===== config.mk =====
export PLATFORM = sky130hd
export DESIGN_NAME = mem_arbiter
export DESIGN_NICKNAME = d
export VERILOG_FILES = /design/src/rtl/mem_arbiter.sv
export SDC_FILE = /design/constraint.sdc
export NUM_CORES = 1
export LEC_CHECK = 0
export CAP_MARGIN = 25
export CORE_AREA = 2 2 286 288
export DETAILED_ROUTE_END_ITERATION = 10
export DIE_AREA = 0 0 288 290
export GPL_TIMING_DRIVEN = 0
export PLACE_DENSITY = 0.36
export SYNTH_ARGS = -nofsm -noshare
export SYNTH_HDL_FRONTEND = slang
export SYNTH_SLANG_ARGS = --single-unit

===== constraint.sdc =====
create_clock -name clk -period 2.2 [get_ports clk]
set_clock_uncertainty 0.2 [all_clocks]
set_input_delay 0.55 -clock clk [delete_from_list [all_inputs] [get_ports clk]]
set_output_delay 0.55 -clock clk [all_outputs]
set_load 0.01 [all_outputs]

===== src/rtl/mem_arbiter.sv =====
// mem_arbiter: shares one memory port between the I-cache and the D-cache.
// A single request is latched at a time, issued to memory and its response
// is steered back to the owning cache. Simultaneous requests alternate
// round-robin. Saturating grant counters support stall analysis.
//
// Request/response contract: a cache raises its request level (i_read,
// d_read, d_write) and holds it, with address and data stable, until it
// sees its one-cycle x_resp pulse. It must drop the level in the cycle
// after x_resp (RELEASE). The arbiter samples requests only in IDLE, so a
// level still high in RELEASE is never re-granted. Memory sees a command
// level (mem_read / mem_write) held until it pulses mem_resp.
module mem_arbiter #(
    parameter int LINE_W = 128,
    parameter int ADDR_W = 16,
    parameter int CNT_W  = 16
) (
    input  logic              clk,
    input  logic              rst_n,
    // instruction-cache side
    input  logic              i_read,
    input  logic [ADDR_W-1:0] i_addr,
    output logic [LINE_W-1:0] i_rdata,
    output logic              i_resp,
    // data-cache side
    input  logic              d_read,
    input  logic              d_write,
    input  logic [ADDR_W-1:0] d_addr,
    input  logic [LINE_W-1:0] d_wdata,
    output logic [LINE_W-1:0] d_rdata,
    output logic              d_resp,
    // physical memory port
    output logic              mem_read,
    output logic              mem_write,
    output logic [ADDR_W-1:0] mem_addr,
    output logic [LINE_W-1:0] mem_wdata,
    input  logic [LINE_W-1:0] mem_rdata,
    input  logic              mem_resp,
    // status
    output logic              busy,
    output logic [CNT_W-1:0]  i_grants,
    output logic [CNT_W-1:0]  d_grants
);

    typedef enum logic [1:0] {
        IDLE    = 2'd0,
        SERVE_I = 2'd1,
        SERVE_D = 2'd2,
        RELEASE = 2'd3
    } state_t;

    // Which side won the most recent grant; used to break ties.
    localparam logic SIDE_I = 1'b0;
    localparam logic SIDE_D = 1'b1;

    // FSM state is kept in a plainly named register so checkers can bind to it.
    state_t state;
    state_t state_next;

    logic              last_grant;
    logic [ADDR_W-1:0] cmd_addr;
    logic [LINE_W-1:0] cmd_wdata;
    logic              cmd_write;
    logic [CNT_W-1:0]  i_cnt;
    logic [CNT_W-1:0]  d_cnt;

    logic i_pend;
    logic d_pend;
    logic grant_i;
    logic grant_d;

    assign i_pend = i_read;
    assign d_pend = d_read | d_write;

    // Arbitration: only in IDLE; a tie goes to the side that did not win last.
    always_comb begin
        grant_i = 1'b0;
        grant_d = 1'b0;
        if (state == IDLE) begin
            if (i_pend && d_pend) begin
                if (last_grant == SIDE_D) begin
                    grant_i = 1'b1;
                end else begin
                    grant_d = 1'b1;
                end
            end else begin
                grant_i = i_pend;
                grant_d = d_pend;
            end
        end
    end

    // State register; reset drops any in-flight transaction immediately.
    always_ff @(posedge clk or negedge rst_n) begin
        if (!rst_n) begin
            state <= IDLE;
        end else begin
            state <= state_next;
        end
    end

    // Next-state logic: grant -> serve until mem_resp -> one release cycle.
    always_comb begin
        state_next = state;
        unique case (state)
            IDLE: begin
                if (grant_i) begin
                    state_next = SERVE_I;
                end else if (grant_d) begin
                    state_next = SERVE_D;
                end
            end
            SERVE_I, SERVE_D: begin
                if (mem_resp) begin
                    state_next = RELEASE;
                end
            end
            RELEASE: begin
                state_next = IDLE;
            end
            default: begin
                state_next = IDLE;
            end
        endcase
    end

    // Output logic: commands only while serving; resp is combinational on mem_resp.
    always_comb begin
        mem_read  = 1'b0;
        mem_write = 1'b0;
        i_resp    = 1'b0;
        d_resp    = 1'b0;
        busy      = (state != IDLE);
        unique case (state)
            SERVE_I: begin
                mem_read  = ~cmd_write;
                mem_write = cmd_write;
                i_resp    = mem_resp;
            end
            SERVE_D: begin
                mem_read  = ~cmd_write;
                mem_write = cmd_write;
                d_resp    = mem_resp;
            end
            default: begin
                mem_read  = 1'b0;
                mem_write = 1'b0;
            end
        endcase
    end

    // Command registers: captured on the grant edge, held until the next grant.
    always_ff @(posedge clk or negedge rst_n) begin
        if (!rst_n) begin
            cmd_addr  <= '0;
            cmd_wdata <= '0;
            cmd_write <= 1'b0;
        end else if (grant_i) begin
            cmd_addr  <= i_addr;
            cmd_write <= 1'b0;
        end else if (grant_d) begin
            cmd_addr  <= d_addr;
            cmd_wdata <= d_wdata;
            // write-back wins when the D-cache raises both
            cmd_write <= d_write;
        end
    end

    // Round-robin history; reset to D so the first tie is granted to I.
    always_ff @(posedge clk or negedge rst_n) begin
        if (!rst_n) begin
            last_grant <= SIDE_D;
        end else if (grant_i) begin
            last_grant <= SIDE_I;
        end else if (grant_d) begin
            last_grant <= SIDE_D;
        end
    end

    // Grant counters: bump on the grant edge only, saturating at all-ones.
    always_ff @(posedge clk or negedge rst_n) begin
        if (!rst_n) begin
            i_cnt <= '0;
            d_cnt <= '0;
        end else begin
            if (grant_i && (i_cnt != {CNT_W{1'b1}})) begin
                i_cnt <= i_cnt + CNT_W'(1);
            end
            if (grant_d && (d_cnt != {CNT_W{1'b1}})) begin
                d_cnt <= d_cnt + CNT_W'(1);
            end
        end
    end

    assign mem_addr  = cmd_addr;
    assign mem_wdata = cmd_wdata;
    assign i_rdata   = mem_rdata;
    assign d_rdata   = mem_rdata;
    assign i_grants  = i_cnt;
    assign d_grants  = d_cnt;

endmodule


# After elaboration in Yosys (flattened, before gate mapping)
# Cells that the tools add are included.
[totals] output_inout_bits=437 wordCells=48 reg_bits=180
[classes] add_sub_neg=2 n_reduce_logical=9 n_bitwise=3 n_eq_ne=7 n_mux=20
[ops] op="$add A16 B1 Y16 const B" n=2
[ops] op="$mux W16" n=2
[ops] op="$ne A16 B16 Y1 const B" n=2
[ops] op="$mux W1" n=14
[ops] op="$mux W2" n=3
[ops] op="$pmux W2 S3" n=1
[ops] op="$eq A2 B2 Y1 const B" n=2
[ops] op="$reduce_and A2 Y1" n=2
[ops] op="$reduce_bool A2 Y1" n=2
[ops] op="$logic_and A1 B1 Y1" n=3
[ops] op="$ne A3 B3 Y1 const B" n=1
[ops] op="$eq A2 B1 Y1 const B" n=1
[ops] op="$logic_not A2 Y1" n=1
[ops] op="$ne A2 B1 Y1 const B" n=1
[ops] op="$not A1 Y1" n=2
[ops] op="$reduce_or A2 Y1" n=1
[ops] op="$or A1 B1 Y1" n=1

# Longest topological paths before layout
# Gate-level depths: netlist of the first run.
[logic_depth] ltp_word=7 mapped_depth=9 mapped_depth_nobuf=6

# Worst setup path after synthesis of the first run
# OpenSTA, ideal clock, no wires.
[synth_path] path_type="register to register" from="register state[0]" to="register cmd_wdata[28], in the netlist mem_wdata[28]" required_time_ns=1.875 arrival_time_ns=1.718 setup_slack_ns=0.157 stages_incl_launch_ff=8 cell_sequence="dfrtp_1 > inv_1 > ha_1 > buf_2 > nand2_1 > clkbuf_1 > buf_2 > mux2_2"
[synth_via] elab_chain_cells=4 word_cells_on_any_way=5
[synth_lines] item="from (decl)" line="56" rtl="state_t state;"
[synth_lines] item="from (signal assigned)" line="97" rtl="state <= state_next;"
[synth_lines] item="$logic_not A2 Y1 *" line="78" rtl="if (state == IDLE) begin"
[synth_lines] item="$mux W1" line="78"
[synth_lines] item="$not A1 Y1 (no line)"
[synth_lines] item="$reduce_and A2 Y1 (no line) *"
[synth_lines] item="to (signal assigned)" line="162" rtl="cmd_wdata <= d_wdata;"
[synth_lines] item="to (decl)" line="61" rtl="logic [LINE_W-1:0] cmd_wdata;"
# Every way passes the cells marked *; elsewhere a longest branch is shown, timed or not.
# A chain may end at the register's enable or synchronous reset.

# Worst setup path after layout of the first run
[layout_path] from="register state[0]" to="output port mem_read"
[layout_via] elab_chain_cells=3 word_cells_on_any_way=4
[layout_lines] item="$eq A2 B2 Y1 / $eq A2 B1 Y1 (equally long branches)" line="133" rtl="unique case (state)"
[layout_lines] item="$reduce_or A2 Y1 (no line) *"
[layout_lines] item="$mux W1 *"
[layout_lines] item="to (decl)" line="32" rtl="output logic mem_read,"
# Marked as above.

==> flow_metrics.tcl, run 1 <==
set metrics [dict create \
    outcome "finished, violations left" \
    failed_checks "negative setup slack" \
    wire_per_inst_um 16.5 \
    clkSinkCount 180 \
    p_per_area_mw_per_mm2 967 \
    worstSkewPairLatency_ns 0.47 \
    max-vdd-ir-drop_mv 0.494 \
    tightest_slew_ns 0.718 \
    die_area_mm2 0.0835 \
    swShare_pct 35.2 \
    clock.fmax_mhz 424 \
    path_max_fanout 3 \
    p_int_mw 11.0 \
    dp_hpwl_um 33800 \
    period_share_pct 107 \
    grt_max_degree 101 \
    synth_cell_type_count 44 \
    synth_top_area_share_pct 48.3 \
    synth_area_mm2 0.00928 \
    fp.dieW_um 288 \
    drc 0 \
    grt_first_pass_wirelength_um 58300 \
    critPathLaunchType "flip-flop" \
    final-setup-viol-count 3 \
    port_buffers 602 \
    maxCapViolations 0 \
    worstPathArrival_ns 1.61 \
    period_minus_slack_ns 2.36 \
    htree_num_levels 4 \
    power_frac_clock_pct 20.6 \
    grt_pass1_vias 8298 \
    synth_fp_nets 1074 \
    wl_um 41000 \
    synth_top_area_cell "dfrtp_1" \
    drtIter0Drc 133 \
    switchingPower_mw 5.99 \
    crit_required_ns 1.45 \
    clockBufferDepth 2 \
    pre_cts_ws_ns -1.52 \
    ios 731 \
    tritoncts "done" \
    place.gp.congestion 0.711 \
    yosys_warnings 0 \
    grt_setup_unrepaired "yes" \
    synthTopCellsByArea "dfrtp_1 48%, buf_4 21%, mux2_2 17%, mux2i_1 1.8%, xor2_1 1.6%" \
    postSynthAreaPerCell_um2 12.0 \
    num_rows 104 \
    synth_edf_count 0 \
    stdcell_area_mm2 0.0176 \
    finalMaxSlewViolations 0 \
    synth_seq_area_share_pct 48.6 \
    p_leak_nw 7.96 \
    antenna_found_initial 4 \
    hold_path.class "reg -> reg" \
    whs_ns 0.280 \
    layout-drive-gt1-share_pct 35.5 \
    synth_seq_cells 180 \
    worstSetupPathType "reg -> out" \
    clockRootBuffer "clkbuf_16" \
    start_util_pct 11.6 \
    synth_ff_type "dfrtp_1" \
    fp.dieH_um 290 \
    track_usage_pct 9.64 \
    drt.antenna.violating_nets 0 \
    relSlewSlack_pct 52.2 \
    clk_pin_slew_worst_paths_ns 0.08 \
    synthArstFlopShare_pct 100 \
    endpoint_kind "primary output" \
    share_seq_of_total_power_pct 32.9 \
    numCtsBuffers 17 \
    combPwrFrac_pct 46.5 \
    core_mm2 0.0802 \
    dr.pass1.iters 4 \
    finalWorstSetupSlack_ns -0.156 \
    fin_nets 1716 \
    num_vias 7857 \
    area_growth_pct 89.9 \
    dpl_cell_area_mm2 0.0167 \
    grt.overflow.total 0 \
    routed_via_density 3.15 \
    postSynthCellCount 774 \
    hold_viol_final 0 \
]
-- synthesized netlist by cell type (2+ instances only) --
cell type / instances
a21oi_1: 6
a31oi_1: 2
and2_1: 3
and3_1: 2
and4_1: 2
buf_1: 6
buf_2: 9
buf_4: 256
buf_6: 2
clkbuf_1: 5
dfrtp_1: 179
ha_1: 6
inv_1: 7
mux2_2: 137
mux2i_1: 17
nand2_1: 27
nand2b_1: 2
nand3_1: 9
nand4_1: 10
nor2_1: 5
nor2b_1: 2
nor3_1: 13
nor4_1: 6
nor4_2: 2
nor4b_1: 3
o211ai_1: 2
o21ai_0: 19
xnor2_1: 3
xor2_1: 17
-- path summary, 6_finish.rpt --
check	startpoint	to	slack, ns	cells after the start
min in group asynchronous	rst_n	mem_wdata[71]$_DFFE_PN0P_	0.44	2
max reg2reg	i_grants[0]$_DFFE_PN0P_	i_grants[1]$_DFFE_PN0P_	0.05	5
min reg2reg	mem_addr[6]$_DFFE_PN0P_	mem_addr[6]$_DFFE_PN0P_	0.28	2
min	mem_addr[6]$_DFFE_PN0P_	mem_addr[6]$_DFFE_PN0P_	0.28	2
max	state[0]$_DFFE_PN0P_	mem_read	-0.16	4
max in group asynchronous	rst_n	mem_wdata[119]$_DFFE_PN0P_	0.27	3
-- placed cells by master (no fill, tap or decap), drive strengths merged, types with 11 or more instances in the layout --
master | synthesis | layout
clkdlybuf4s50 | 0 | 439
mux2 | 138 | 138
buf | 273 | 300
xor2 | 17 | 17
mux2i | 17 | 17
o21ai | 19 | 19
nand2 | 27 | 27
nand4 | 11 | 11
dfrtp | 179 | 179
inv | 7 | 14
clkbuf | 5 | 21
dlygate4sd2 | 0 | 147
nor3 | 13 | 13
-- final cells by class --
class / count / area [um2]
Antenna cell: 6 / 15.0
Clock inverter: 15 / 229
Timing Repair Buffer: 623 / 6080
Buffer: 278 / 2130
Sequential cell: 180 / 4520
Clock buffer: 17 / 425
Inverter: 7 / 28.8
Tap cell: 1060 / 1330
Fill cell: 8743 / 62500
Multi-Input combinational cell: 309 / 2850
-- layer usage --
metal	up-vias	part of all wire, %	GRT usage [%]
li1	3646	-	-
met1	3765	33	9.05
met2	414	54	17.9
met3	30	11	4.48
met4	2	1.9	3.69
met5	-	0.032	0
-- critical path, stage by stage, from the launching register on --
cell and delay (ns):
dfrtp_1 0.38, inv_2 0.07, ha_4 0.27, nor2b_4 0.26, buf_6 0.15
-- power groups by stage --
stage | Combinational, mW | Clock (mW) | Sequential, mW
finish | 7.92 | 3.51 | 5.60
CTS | 8.07 | 3.78 | 5.64
global placement | 8.49 | 0 | 5.66
global route | 8.59 | 3.85 | 5.83
floorplan | 2.82 | 0 | 6.26
detailed placement | 8.49 | 0 | 5.69
-- registers in the layout (all words and copies together), names as in the netlist --
| register | cells |
|---|---|
| cmd_write | 1 |
| d_grants | 16 |
| i_grants | 16 |
| last_grant | 1 |
| mem_addr | 16 |
| mem_wdata | 128 |
| state | 2 |
-- timing repair --
item,4_1_cts,5_1_grt
hold buffers,1,0
setup buffers,14,4
setup endpoints to repair,319,117
pin swaps,3,3
hold endpoints to repair,79,0
resized for setup,239,30
-- metrics by stage --
stage | setup TNS (ns) | util (%) | instances | power (mW)
floorplan | 0 | - | 774 | 9.09
global placement | -1707.65 | 20.7 | 2436 | 14.2
detailed placement | -190.60 | 20.8 | 2438 | 14.2
CTS | -0.792 | 21.8 | 2485 | 17.5
global route | -0.823 | 22.0 | 2495 | 18.3
finish | -0.303 | 22.0 | 2495 | 17.0
-- cells by family (layout without fill, tap and decap cells) --
family | after synthesis | after routing | synth area share (%)
muxes | 155 | 155 | 18.6
buffers and inverters | 285 | 940 | 22.2
adders and majority gates | 6 | 6 | 0.809
and+or+nand+nor | 93 | 93 | 5.67
other | 0 | 6 | 0
AOI/OAI and AO/OA | 35 | 35 | 2.29
xor gates and xnor gates | 20 | 20 | 1.89
DFF | 180 | 180 | 48.6
Note: power is estimated with default switching activity, not from simulation.
==> run 2, diff against run 1 <==
--- a/config.mk
+++ b/config.mk
@@ -10,7 +10,9 @@
 export DETAILED_ROUTE_END_ITERATION = 10
 export DIE_AREA = 0 0 288 290
 export GPL_TIMING_DRIVEN = 0
+export HOLD_SLACK_MARGIN = 0.02
 export PLACE_DENSITY = 0.36
+export SKIP_LAST_GASP = 1
 export SYNTH_ARGS = -nofsm -noshare
 export SYNTH_HDL_FRONTEND = slang
 export SYNTH_SLANG_ARGS = --single-unit
==> run 2 against run 1 <==
Effect of this change:
- the flow still finishes with violations (negative setup slack)
- critical path type unchanged
- global-route usage about the same
- maximum frequency is essentially flat
- critical endpoint unchanged
- register-to-register slack about the same
- critical path depth is the same
- first-iteration DRC count shrank 0.75%
==> flow_metrics.tcl, run 2 (synthesis results as in run 1) <==
set metrics [dict create \
    reg2reg_from "i_grants[0]$_DFFE_PN0P_" \
    wire_per_inst_um 16.5 \
    cp.depth 4 \
    dpl_cell_area_mm2 0.0167 \
    outcome "finished, violations left" \
    die_area_mm2 0.0835 \
    crit_end "mem_read" \
    worstPathArrival_ns 1.61 \
    cpMaxStageDelayCell "dfrtp_1" \
    crit_chain "inv_2, ha_4, nor2b_4, buf_6" \
    relSlewSlack_pct 52.2 \
    hold_path.class "reg -> reg" \
    ios 731 \
    finalNonFillerCells 2495 \
    max-vdd-ir-drop_mv 0.494 \
    core_mm2 0.0802 \
    worst-path-buf-inv 2 \
    hold_depth 2 \
    layout-drive-gt1-share_pct 35.5 \
    grt_pass1_vias 8300 \
    numPlacedInstances 2438 \
    crit_required_ns 1.45 \
    drtIter0Drc 132 \
    finalMaxSlewViolations 0 \
    regToRegEndpoint "i_grants[1]$_DFFE_PN0P_" \
    drc 0 \
    path_max_fanout 3 \
    layout_commonest_cell "clkdlybuf4s50_1" \
    fp.dieW_um 288 \
    clockRootBuffer "clkbuf_16" \
    failed_checks "negative setup slack" \
    fillerInstances 8743 \
    final-setup-viol-count 4 \
    utilization_pct 22.0 \
    antenna_found_initial 4 \
    num_vias 7856 \
    rrSetupSlack_ns 0.05 \
    num_rows 104 \
    finalWorstSetupSlack_ns -0.156 \
    wl_um 41000 \
    max_stage_delay_ns 0.38 \
    crit_family "flip-flops" \
    hold_viol_final 0 \
    place.gp.congestion 0.711 \
    stdcell_area_mm2 0.0176 \
    p_leak_nw 7.96 \
    grt_max_degree 101 \
    most-common-layout-cells "439 x clkdlybuf4s50_1, 272 x buf_4, 170 x dfrtp_1" \
    area_growth_pct 89.8 \
    p_per_area_mw_per_mm2 968 \
    routed_via_density 3.15 \
    fin_nets 1716 \
    track_usage_pct 9.64 \
    largest_register_ffs 128 \
    period_minus_slack_ns 2.36 \
    worstSetupPathType "reg -> out" \
    grt_first_pass_wirelength_um 58300 \
    grt.overflow.total 0 \
    endpoint_kind "primary output" \
    worst-r2r-cell-count 5 \
    fp.dieH_um 290 \
    dr.pass1.iters 4 \
    tritoncts "done" \
    dp_hpwl_um 33800 \
    worstSkewPairLatency_ns 0.49 \
    crit_start "state[0]$_DFFE_PN0P_" \
    maxCapViolations 0 \
    port_buffers 602 \
    grt_setup_unrepaired "yes" \
    drt.antenna.violating_nets 0 \
    htree_num_levels 4 \
    clock.fmax_mhz 424 \
    start_util_pct 11.6 \
    clockBufferDepth 2 \
    numCtsBuffers 17 \
    tightest_slew_ns 0.718 \
    critPathLaunchType "flip-flop" \
    period_share_pct 107 \
    clkSinkCount 180 \
    clk_pin_slew_worst_paths_ns 0.08 \
]
[run 2: layout make-up]
cell class	instances	area (um2)	share of cell area, %
timing repair buffer	623	6080	34.6
sequential	180	4520	25.7
multi-input combinational	309	2840	16.1
buffer	278	2140	12.1
tap	1060	1330	7.53
clock buffer	17	425	2.42
clock inverter	15	229	1.30
inverter	7	28.8	0.163
antenna	6	15.0	0.0853
[run 2: per-layer routing]
metal / GRT usage (%) / part of all wire [%] / up-vias
li1: - / - / 3645
met1: 9.04 / 33 / 3765
met2: 17.9 / 54 / 414
met3: 4.48 / 11 / 30
met4: 3.69 / 1.9 / 2
met5: 0 / 0.032 / -
[run 2: worst min path at each step]
stage,startpoint,endpoint,slack (ns)
CTS,mem_addr[11]$_DFFE_PN0P_,mem_addr[11]$_DFFE_PN0P_,0.29
finish,mem_addr[6]$_DFFE_PN0P_,mem_addr[6]$_DFFE_PN0P_,0.28
detailed placement,last_grant$_DFFE_PN1P_,last_grant$_DFFE_PN1P_,0.27
global route,mem_addr[7]$_DFFE_PN0P_,mem_addr[7]$_DFFE_PN0P_,0.31
global placement,mem_addr[5]$_DFFE_PN0P_,mem_addr[5]$_DFFE_PN0P_,0.27
floorplan,rst_n,cmd_write$_DFFE_PN0P_,0.05
[run 2: power breakdown]
part / internal [mW] / switching, mW
logic: 4.47 / 3.45
clock network: 1.78 / 1.74
registers: 4.79 / 0.810
[run 2: worst min-delay path, cell delays in order (launching register included)]
cell	delay, ns
dfrtp_1	0.35
nand2_1	0.04
o21ai_0	0.06
[run 2: timing repair]
action / CTS / global route
setup endpoints to repair: 319 / 136
gates resized for setup: 231 / 38
pin swaps: 3 / 3
hold buffers: 1 / 0
cloned: 0 / 0
buffers inserted: 14 / 4
hold endpoints to repair: 79 / 0
[run 2: through the flow]
stage / hold WS (ns) / setup slack [ns] / total power, mW / TNS, ns
final: 0.280 / -0.156 / 17.0 / -0.317
after global routing: 0.307 / -0.269 / 18.3 / -0.857
after CTS: 0.289 / -0.275 / 17.4 / -3.37
after detailed placement: 0.270 / -1.52 / 14.2 / -190.60
after global placement: 0.268 / -8.47 / 14.2 / -1707.65
after floorplan: 0.0544 / 0.157 / 9.09 / 0
==> run 3, diff against run 2 <==
--- a/config.mk
+++ b/config.mk
@@ -6,12 +6,12 @@
 export NUM_CORES = 1
 export LEC_CHECK = 0
 export CAP_MARGIN = 25
-export CORE_AREA = 2 2 286 288
+export CORE_AREA = 2 2 281 283
 export DETAILED_ROUTE_END_ITERATION = 10
-export DIE_AREA = 0 0 288 290
+export DIE_AREA = 0 0 283 285
 export GPL_TIMING_DRIVEN = 0
 export HOLD_SLACK_MARGIN = 0.02
-export PLACE_DENSITY = 0.36
+export PLACE_DENSITY = 0.37
 export SKIP_LAST_GASP = 1
 export SYNTH_ARGS = -nofsm -noshare
 export SYNTH_HDL_FRONTEND = slang
==> run 3 against run 2 <==
Effect of this change:
- the run still ends with negative setup slack left
- combinational power is 2% lower
- via count grew 0.65%
- wire length rose by 3.7%
- non-clock buffer count up 4
- setup slack gained 0.12 ns
- die area is 3.4% lower
- global-route usage is 0.80 points higher
- utilization grew 0.66 points
- hold slack better by 0.0036 ns
- sequential share of layout area fell by 0.067 points
- critical endpoint unchanged
==> flow_metrics.tcl, run 3 (synthesis results as in run 1) <==
set metrics [dict create \
    worstSkewPairLatency_ns 0.48 \
    holdCritStartpoint "mem_addr[13]$_DFFE_PN0P_" \
    regToRegEndpoint "i_grants[15]$_DFFE_PN0P_" \
    fp.dieW_um 283 \
    start_util_pct 11.9 \
    area_growth_pct 90.2 \
    max_stage_delay_ns 0.39 \
    p_per_area_mw_per_mm2 947 \
    crit_chain "inv_2, ha_4, nor2b_4, buf_6" \
    antenna_found_initial 10 \
    finalMaxSlewViolations 0 \
    worstSetupPathType "reg -> out" \
    dr.pass1.iters 4 \
    routed_via_density 3.18 \
    grt.overflow.total 0 \
    relSlewSlack_pct 47.8 \
    tightest_slew_ns 0.784 \
    grt_first_pass_wirelength_um 60700 \
    num_vias 7907 \
    setup_tns_ns -0.0986 \
    period_share_pct 102 \
    finalWorstSetupSlack_ns -0.0379 \
    ios 731 \
    maxCapViolations 0 \
    numCtsBuffers 17 \
    path_max_fanout 5 \
    die_area_mm2 0.0807 \
    htree_num_levels 4 \
    largest_register_ffs 128 \
    drc 0 \
    hold_viol_final 0 \
    failed_checks "negative setup slack" \
    critPathLaunchType "flip-flop" \
    hold_path.class "reg -> reg" \
    clkSinkCount 180 \
    grt_max_degree 95 \
    clk_pin_slew_worst_paths_ns 0.08 \
    met3_length_um 4330 \
    dp_hpwl_um 35100 \
    max-vdd-ir-drop_mv 0.562 \
    grt_pass1_vias 8297 \
    wl_um 42500 \
    crit_required_ns 1.45 \
    pre_cts_ws_ns -1.53 \
    maxUsedRoutingLayer "met5" \
    port_buffers 602 \
    met2WireLength_um 22800 \
    fin_nets 1720 \
    num_rows 103 \
    wl_met1_um 14500 \
    wire_per_inst_um 17.1 \
    endpoint_kind "primary output" \
    hold_end "mem_addr[13]$_DFFE_PN0P_" \
    fillerInstances 8453 \
    tritoncts "done" \
    layout_commonest_cell "clkdlybuf4s50_1" \
    place.gp.congestion 0.859 \
    reg2reg_from "state[0]$_DFFE_PN0P_" \
    worst-r2r-cell-count 7 \
    hold_depth 2 \
    grt_setup_unrepaired "yes" \
    outcome "finished, violations left" \
    clock.fmax_mhz 447 \
    drt.antenna.violating_nets 0 \
    whs_ns 0.284 \
    p_leak_nw 8.10 \
    layout-drive-gt1-share_pct 36.1 \
    core_mm2 0.0780 \
    period_minus_slack_ns 2.24 \
    rrSetupSlack_ns 0.08 \
    worstPathArrival_ns 1.49 \
    drtIter0Drc 109 \
    clockRootBuffer "clkbuf_16" \
    fp.dieH_um 285 \
    cpMaxStageDelayCell "dfrtp_1" \
    final-setup-viol-count 4 \
    most-common-layout-cells "427 x clkdlybuf4s50_1, 283 x buf_4, 172 x dfrtp_1" \
    clockBufferDepth 2 \
    track_usage_pct 10.4 \
]
## run 3: power breakdown
| part | total [mW] | switching (mW) | internal, mW | leakage, nW |
|---|---|---|---|---|
| sequential | 5.63 | 0.835 | 4.79 | 2.17 |
| clock | 3.33 | 1.77 | 1.56 | 0.299 |
| combinational | 7.75 | 3.38 | 4.37 | 5.63 |
## run 3: worst max-delay path by stage
stage                         start  cells after the start                         to  slack [ns]
6_report       state[0]$_DFFE_PN0P_                      4                   mem_read       -0.04
4_1_cts        state[0]$_DFFE_PN0P_                      4                   mem_read       -0.12
2_1_floorplan  state[0]$_DFFE_PN0P_                      7  mem_wdata[28]$_DFFE_PN0P_        0.16
3_3_place_gp                  rst_n                      1   mem_wdata[8]$_DFFE_PN0P_       -8.70
5_1_grt        state[1]$_DFFE_PN0P_                      4                   mem_read       -0.15
3_5_place_dp                 i_read                      6  mem_wdata[88]$_DFFE_PN0P_       -1.53
## run 3: worst max-delay path, delay by kind of cell (launching register included)
kind                       cells  cell delay [ns]
DFF                            1             0.39
and+or+nand+nor                1             0.14
buffers and inverters          2             0.18
adders and majority gates      1             0.29
## run 3: what timing repair did
action / CTS / global route
setup buffers: 17 / 5
hold buffers: 1 / 0
pin swaps: 3 / 5
gates resized for setup: 226 / 47
hold endpoints to repair: 85 / 0
endpoints found under the setup margin: 321 / 117
## run 3: final cells by class
type	count	area [um2]	share of cell area (%)
diodes	7	17.5	0.0993
plain buffers	278	2110	11.9
clock buffers	17	425	2.41
clock inverters	15	196	1.11
inverters	7	28.8	0.163
multi-input cells	309	2900	16.4
flip-flops and latches	180	4510	25.6
well taps	1050	1310	7.45
repair buffers	627	6140	34.8
## run 3: through the flow
step	std cells	total power [mW]	utilization, %	cell area, um2
2_1_floorplan	774	9.09	-	9280
3_3_place_gp	2426	14.2	21.3	16600
3_5_place_dp	2428	14.2	21.4	16700
4_1_cts	2478	17.2	22.3	17400
5_1_grt	2489	17.9	22.6	17600
6_report	2490	16.7	22.6	17600
## run 3: layer usage
layer	vias up	track usage [%]
met1	3784	9.87
met4	10	4.39
met2	400	19.0
met3	44	5.26
met5	-	0
li1	3669	-
